<file path="src/rtl/disp_pkg.sv">
// Shared types and 7-segment patterns for the BCD display path.
`timescale 1ns/1ps
package disp_pkg;
  typedef enum logic [1:0] {IDLE, SHIFT, LOAD} state_t;
  typedef logic [3:0] bcd_t;

  localparam logic [6:0] SEG_BLANK = 7'h7F;

  // {g,f,e,d,c,b,a}, active-low, digits 0..9
  localparam logic [6:0] SEG_LUT [10] = '{
    7'b1000000, 7'b1111001, 7'b0100100, 7'b0110000, 7'b0011001,
    7'b0010010, 7'b0000010, 7'b1111000, 7'b0000000, 7'b0010000
  };

  function automatic logic [6:0] seg_of(input bcd_t d);
    if (d > 4'd9) return SEG_BLANK;
    return SEG_LUT[d];
  endfunction
endpackage

</file>
<file path="src/rtl/bin2bcd_seq.sv">
// Sequential shift-add-3 converter: 8-bit binary to 3 BCD nibbles in 8 shifts.
`timescale 1ns/1ps
module bin2bcd_seq
  import disp_pkg::*;
(
  input  logic        clk,
  input  logic        clr_n,
  input  logic [7:0]  din,
  input  logic        start,
  output logic        busy,
  output logic        done,
  output logic [11:0] bcd
);
  state_t      r_state;
  logic [7:0]  r_bin;
  logic [11:0] r_bcd;
  logic [2:0]  r_cnt;
  logic        r_busy;
  logic        r_done;
  logic [11:0] w_adj;

  always_comb begin
    w_adj = r_bcd;
    for (int i = 0; i < 3; i++)
      if (r_bcd[4*i +: 4] >= 4'd5) w_adj[4*i +: 4] = r_bcd[4*i +: 4] + 4'd3;
  end

  // busy trails the state by one cycle so it spans the full 9-cycle window
  always_ff @(posedge clk or negedge clr_n) begin
    if (!clr_n) begin
      r_state <= IDLE;
      r_bin   <= '0;
      r_bcd   <= '0;
      r_cnt   <= '0;
      r_busy  <= 1'b0;
      r_done  <= 1'b0;
    end else begin
      r_done <= 1'b0;
      r_busy <= (r_state != IDLE);
      case (r_state)
        IDLE: if (start) begin
          r_bin   <= din;
          r_bcd   <= '0;
          r_cnt   <= '0;
          r_state <= SHIFT;
        end
        SHIFT: begin
          {r_bcd, r_bin} <= {w_adj[10:0], r_bin, 1'b0};
          r_cnt <= r_cnt + 3'd1;
          if (r_cnt == 3'd7) r_state <= LOAD;
        end
        LOAD: begin
          r_done  <= 1'b1;
          r_state <= IDLE;
        end
        default: r_state <= IDLE;
      endcase
    end
  end

  assign busy = r_busy;
  assign done = r_done;
  assign bcd  = r_bcd;
endmodule

</file>
<file path="src/rtl/disp_bcd_mux.sv">
// BCD conversion plus 4-digit multiplexed common-anode 7-segment driver.
// Define LEADING_ZERO_BLANK_EN to blank leading zeros in the tens/hundreds slots.
`timescale 1ns/1ps
module disp_bcd_mux
  import disp_pkg::*;
#(
  parameter int REFRESH_BITS = 18
) (
  input  logic       clk,
  input  logic       clr_n,
  input  logic [7:0] din,
  input  logic       din_valid,
  output logic       busy,
  output logic [6:0] sal,
  output logic [3:0] an
);
  logic [11:0]             w_bcd;
  logic                    w_done;
  logic [1:0]              w_slot;
  logic [6:0]              w_sal;
  logic [3:0]              w_an;
  logic [REFRESH_BITS-1:0] r_scan;
  bcd_t                    r_hun, r_ten, r_uni;
  logic [6:0]              r_sal;
  logic [3:0]              r_an;

  bin2bcd_seq u_conv (
    .clk   (clk),
    .clr_n (clr_n),
    .din   (din),
    .start (din_valid),
    .busy  (busy),
    .done  (w_done),
    .bcd   (w_bcd)
  );

  assign w_slot = r_scan[REFRESH_BITS-1 -: 2];

  always_comb begin
    w_sal = SEG_BLANK;
    w_an  = 4'b1111;
    case (w_slot)
      2'd0: begin w_an = 4'b1110; w_sal = seg_of(r_uni); end
      2'd1: begin
        w_an  = 4'b1101;
        w_sal = seg_of(r_ten);
`ifdef LEADING_ZERO_BLANK_EN
        if (r_hun == 4'd0 && r_ten == 4'd0) w_sal = SEG_BLANK;
`endif
      end
      2'd2: begin
        w_an  = 4'b1011;
        w_sal = seg_of(r_hun);
`ifdef LEADING_ZERO_BLANK_EN
        if (r_hun == 4'd0) w_sal = SEG_BLANK;
`endif
      end
      default: begin w_an = 4'b1111; w_sal = SEG_BLANK; end
    endcase
  end

  // display registers only move on done, so the old value stays up mid-conversion
  always_ff @(posedge clk or negedge clr_n) begin
    if (!clr_n) begin
      r_scan <= '0;
      r_hun  <= '0;
      r_ten  <= '0;
      r_uni  <= '0;
      r_sal  <= SEG_BLANK;
      r_an   <= 4'b1111;
    end else begin
      r_scan <= r_scan + 1'b1;
      if (w_done) begin
        r_hun <= w_bcd[11:8];
        r_ten <= w_bcd[7:4];
        r_uni <= w_bcd[3:0];
      end
      r_sal <= w_sal;
      r_an  <= w_an;
    end
  end

  assign sal = r_sal;
  assign an  = r_an;
endmodule
</file>
<file path="config.mk">
export PLATFORM = sky130hd
export DESIGN_NAME = disp_bcd_mux
export DESIGN_NICKNAME = d
export VERILOG_FILES = /design/src/rtl/disp_pkg.sv /design/src/rtl/bin2bcd_seq.sv /design/src/rtl/disp_bcd_mux.sv
export SDC_FILE = /design/constraint.sdc
export NUM_CORES = 1
export LEC_CHECK = 0
export ABC_AREA = 1
export CORE_ASPECT_RATIO = 0.7
export CORE_MARGIN = 3
export CORE_UTILIZATION = 23
export DETAILED_ROUTE_END_ITERATION = 7
export HOLD_SLACK_MARGIN = 0.15
export PLACE_DENSITY = 0.4
export SLEW_MARGIN = 20
export SYNTH_ARGS = -nofsm -noshare
export SYNTH_HDL_FRONTEND = slang
export SYNTH_SLANG_ARGS = --single-unit
</file>
<file path="constraint.sdc">
create_clock -name clk -period 1.4 [get_ports clk]
set_input_delay 0.28 -clock clk [delete_from_list [all_inputs] [get_ports clk]]
set_output_delay 0.28 -clock clk [all_outputs]
set_load 0.05 [all_outputs]
</file>
### Word-level counts from Yosys, hierarchy flattened

Memory sizes are Yosys's and may differ from the RTL's.
Cells that the tools add are included.
Widths: inputs -> output; s select.

* add/sub/neg operators: 5
* order comparisons: 9
* eq/ne operators: 7
* mux-type cells: 33
* bitwise gates (word level): 3
* reductions and logical operators: 6

Operator list (count)
* $mux 7: 12
* $pmux 12 s2: 1
* $pmux 7 s3: 1
* $add 18x1->18 const B: 1
* $pmux 8 s2: 1
* $ge 5x5->1 const B: 3
* $not 4->5: 3
* $ge 4x3->1 const B: 3
* $gt 4x4->1 const B: 3
* $mux 12: 1
* $pmux 3 s3: 1
* $add 4x2->4 const B: 2
* $mux 4: 2
* $mux 8: 1
* $mux 1: 7
* $mux 3: 2
* $pmux 3 s2: 1
* $eq 2x1->1 const B: 2
* $eq 2x2->1 const B: 2
* $logic_not 2->1: 2
* $mux 2: 2
* $pmux 2 s2: 1
* $reduce_and 2->1: 2
* $reduce_bool 2->1: 2
* 5 further kinds: 5

* register bits after elaboration: 68
* bits in read-only memories: 336
* bits of input ports: 11
* output and inout bits: 12
* logic and storage cells: 78
* memories: 3

Memories
* (name not given): depth 16, bits a word 7, read ports 1, clocked after Yosys merged registers in 0, write ports 0, RTL line disp_pkg.sv:17 `return SEG_LUT[d];`
* (name not given): depth 16, bits a word 7, read ports 1, clocked after Yosys merged registers in 0, write ports 0, RTL line disp_pkg.sv:17
* (name not given): depth 16, bits a word 7, read ports 1, clocked after Yosys merged registers in 0, write ports 0, RTL line disp_pkg.sv:17

### Longest topological paths before layout

* depth in word-level cells: 6
* mapped depth: 9
* mapped depth without buffers: 9

### Cells and area by module

A second synthesis with hierarchy kept.

* cells, all modules: 441
* area total of the unflattened synthesis: 3652.3 um2

Modules (own cells, without submodules)
* disp_bcd_mux: instances 1, cells an instance 274, area an instance 2227.1 um2, sequential area each 1013.5 um2
* bin2bcd_seq: instances 1, cells an instance 167, area an instance 1425.1 um2, sequential area each 675.6 um2

### Worst setup path after synthesis

OpenSTA, ideal clock, no wires.

* path kind: reg2reg
* start: register u_conv.r_bcd[4], in the netlist u_conv.bcd[4]
* end: register u_conv.r_bcd[5], in the netlist u_conv.bcd[5]
* library setup time: 0.129 ns
* data arrival time: 1.164 ns
* data required time: 1.271 ns
* slack: 0.106 ns
* cell stages (with the launch flop): 8
* path buffers: 0
* clock period less this slack: 1.294 ns
* cell sequence: dfrtp_1 -> inv_1 -> ha_1 -> inv_1 -> nand2_1 -> nand3_1 -> nor2_1 -> o22ai_4

* cells in the longest elaborated chain, start to end: 3
* elaborated cells between the ends (all ways): 4
* classes of those cells: add/sub: 1; order compare: 1; mux: 2

Ends and longest elaborated chain
* start, declared: RTL line bin2bcd_seq.sv:16 `logic [11:0] r_bcd;`
* start signal, assigned: RTL line bin2bcd_seq.sv:48 `{r_bcd, r_bin} <= {w_adj[10:0], r_bin, 1'b0};`
* $add 4x2->4 / $ge 4x3->1 (equally long branches): RTL line bin2bcd_seq.sv:25 `if (r_bcd[4*i +: 4] >= 4'd5) w_adj[4*i +: 4] = r_bcd[4*i +: 4] + 4'd3;`
* $mux 4 *: RTL line bin2bcd_seq.sv:25
* $pmux 12 s2 *: RTL line bin2bcd_seq.sv:40 `case (r_state)`

Mark *: on every way between the ends. The rest lies on a longest branch, timed or not.
A chain may end at the register's enable or synchronous reset.

### Final worst setup path

* start: register u_conv.r_bcd[8], in the netlist u_conv.bcd[8]
* end: register u_conv.r_bcd[10], in the netlist u_conv.bcd[10]

* cells in the longest elaborated chain, start to end: 3
* elaborated cells between the ends (all ways): 4
* classes of those cells: add/sub: 1; order compare: 1; mux: 2

Ends and longest elaborated chain (RTL line)
* $ge 4x3->1 / $add 3x2->3 (equally long branches): bin2bcd_seq.sv:25
* $mux 3 *: bin2bcd_seq.sv:25
* $pmux 12 s2 *: bin2bcd_seq.sv:40

Marks and branches as above.

==> metrics.txt <==
final setup fails 0; CTS root buffer clkbuf_16; required time worst endpoint 1.60 ns; post-synthesis cell type count 30; slowest CP cell dfrtp_2; DR vias/cell approximately 4.2; NetSw 4.35 mW; share of cells above drive strength 1 22.1%; die area 17600 um^2; WP data arrival 1.54 ns; H-tree levels 3; Synth Instances approximately 420; total of warnings raised by yosys 0; register share of total power 30.0%; min Tclk post-route 1.34 ns; ant diodes 0; status complete, no violations; Clock power frac 20.6%; CP cell instances inv_1 > ha_1 > inv_1 > nand2_1 > nand3_2 > nor2_2 > o22ai_4; Mapped Area 3690 um^2; syn nets about 460; Internal 6.35 mW; cell row count 38; Ports 23; Total Nets Final 505; vias in the first global route 2728; Startpoint Class register; Clock Pin Slew Worst Setup and Hold Paths 0.06 ns; setup TNS 0 ns; WL/cell 11.3 um; filler instances approximately 1700; worst skew pair latency 0.33 ns; LEAKAGE around 2.2 nW; GRT Resource Usage Total under 10%; Slew Limit Fails 0; RSZ-0062 raised after global routing true; Area Growth Syn to Fin 29.0%; CTS tree done; Clock Path Buffers 2; largest net degree at the start of global routing 68; gpl congestion 0.767; crit share post-route a little over nine tenths; sequential area share after synthesis 45.8%; PD cells 2250 nW/um^2; CP Max Fanout 5; Finished Layout Cells 675; DPL Wire Length 5450 um; Die Height 112 um; via count 2803; total CTS buffers 9; Worst Setup Path Type register to register; Switching Share 40.7%; # clock sinks 67; antenna violations before repair 0; Inst Count DP 655; Initial Util 23.6%; Max-Cap Viols 0; grt ovf 0; die width 157 um; Worst path most repeated cell inv_1; CP max stage delay 0.44 ns; Comb pwr share 49.4%; core area 15600 um^2; Core Util, Final 30.5%; DRC 0; PortBufs 21; Yosys reg bits 67; Routed Antenna Nets 0; placed cell area 4350 um^2; Worst Hold Class register to register; Final Skew 0.0126 ns; first-pass GRT wire length 13200 um; Peak VDD IR 0.722 mV; final instance area 4750 um^2; Hold Vio Cnt, Final 0; drt total wl 7600 um; Min Hold Slack 0.464 ns; drt pass-1 iters 4; R2R Setup Slk 0.06 ns; Max Clk Rate 0.749 GHz; critical path endpoint category register; syn_area_per_cell 8.69 um^2; Iter 0 DRT Violations ~140
[layer usage]
layer | vias up | global-route usage, % | wire (um) | share of wire (%)
met5 | - | 0 | 0 | 0
met4 | 0 | 2.77 | 78 | 1.0
met3 | 7 | 3.22 | 299 | 3.9
met2 | 36 | 12.4 | 2990 | 39
met1 | 1304 | 13.9 | 4230 | 56
li1 | 1456 | - | - | -
[cell usage in the layout, fill, tap and decap left out, types with 3 or more instances in the layout]
cell type,count
nand2_2,6
nand2_1,106
inv_2,10
nand3_1,23
buf_12,14
dfrtp_1,54
a21oi_1,6
nand3_2,5
o22ai_4,8
clkbuf_16,10
ha_1,23
clkbuf_1,3
o21ai_1,15
buf_4,17
o21ai_0,32
dfrtp_2,3
a21oi_2,3
nor3_1,6
nor2_1,27
nor2_2,9
clkdlybuf4s50_1,9
inv_1,42
xor2_1,11
dfstp_2,10
xnor2_1,4
nand4_1,3
[final timing paths]
| check | end | depth (start not counted) | start |
|---|---|---|---|
| min in group asynchronous | r_scan[17]$_DFF_PN0_ | 3 | clr_n |
| hold / removal | u_conv.r_bin[0]$_DFFE_PN0P_ | 2 | u_conv.r_bin[0]$_DFFE_PN0P_ |
| max in group asynchronous | u_conv.bcd[8]$_DFFE_PN0P_ | 3 | clr_n |
| hold reg to reg | u_conv.r_bin[0]$_DFFE_PN0P_ | 2 | u_conv.r_bin[0]$_DFFE_PN0P_ |
| setup / recovery | u_conv.bcd[10]$_DFFE_PN0P_ | 7 | u_conv.bcd[8]$_DFFE_PN0P_ |
| setup reg to reg | u_conv.bcd[10]$_DFFE_PN0P_ | 7 | u_conv.bcd[8]$_DFFE_PN0P_ |
[stage by stage]
stage	power [mW]	setup slack (ns)
6_report	10.7	0.0647
3_3_place_gp	8.28	-0.0373
5_1_grt	11.7	-0.0530
2_1_floorplan	6.71	0.106
4_1_cts	10.6	0.0171
3_5_place_dp	8.34	-0.0565
[power groups by stage]
stage          clock (mW)  sequential [mW]  combinational, mW
3_5_place_dp            0             3.21               5.13
4_1_cts              2.29             3.19               5.15
3_3_place_gp            0             3.21               5.07
6_report             2.21             3.21               5.28
5_1_grt              2.39             3.31               5.97
2_1_floorplan           0             3.48               3.24
[cells by family (layout without fill, tap and decap cells)]
logic type               count (synthesis)  in the layout  synth area share (%)
XOR/XNOR                                15             15                  3.56
AND/OR/NAND/NOR                        189            189                  22.2
AO/OA/AOI/OAI                           68             68                  13.0
flip-flops                              67             67                  45.8
other                                    1              1                 0.102
adder cells (fa/ha/maj)                 24             24                  8.15
buffers and inverters                   60            111                  7.16
[cell usage after synthesis (all sizes together)]
master | count | share of area, %
a21oi | 9 | 1.3
a22o | 2 | 0.48
buf | 5 | 1.6
clkbuf | 2 | 0.20
conb | 1 | 0.10
dfrtp | 57 | 39
dfstp | 10 | 7.1
ha | 24 | 8.1
inv | 53 | 5.4
nand2 | 112 | 12
nand3 | 29 | 4.2
nand3b | 1 | 0.20
nand4 | 3 | 0.51
nor2 | 36 | 3.8
nor3 | 8 | 1.7
o21ai | 47 | 6.4
o22ai | 10 | 4.9
xnor2 | 4 | 0.95
xor2 | 11 | 2.6
[worst max-delay path: cells and delay by family (launching register included)]
family,cells,cell delay (ns)
AO/OA/AOI/OAI,1,0.08
adder cells (fa/ha/maj),1,0.17
buffers and inverters,2,0.14
flip-flops,1,0.44
AND/OR/NAND/NOR,3,0.38
[what timing repair did]
item                       4_1_cts  5_1_grt
pin swaps                        0        1
hold endpoints to repair        57        0
setup endpoints to repair        2       18
buffers inserted                 0        3
hold buffers                     1        0
gates resized for setup          3       28
cloned                           0        0
[state kept, by name, indices dropped and copies added (netlist names)]
| name | cells |
|---|---|
| u_conv.r_cnt | 3 |
| r_scan | 18 |
| r_hun | 4 |
| u_conv.bcd | 12 |
| u_conv.r_bin | 8 |
| an | 3 |
| r_uni | 4 |
| sal | 7 |
| u_conv.busy | 1 |
| u_conv.done | 1 |
| u_conv.r_state | 2 |
| r_ten | 4 |
[final cells by class]
class / instances / area, um^2 / area share (%)
Clock buffer: 15 / 289 / 6.08
Clock inverter: 1 / 7.51 / 0.158
Inverter: 53 / 201 / 4.24
Multi-Input combinational cell: 297 / 1800 / 37.9
Sequential cell: 67 / 1690 / 35.6
Tap cell: 200 / 250 / 5.26
Timing Repair Buffer: 42 / 513 / 10.8
(Power assumes the default switching activity.)
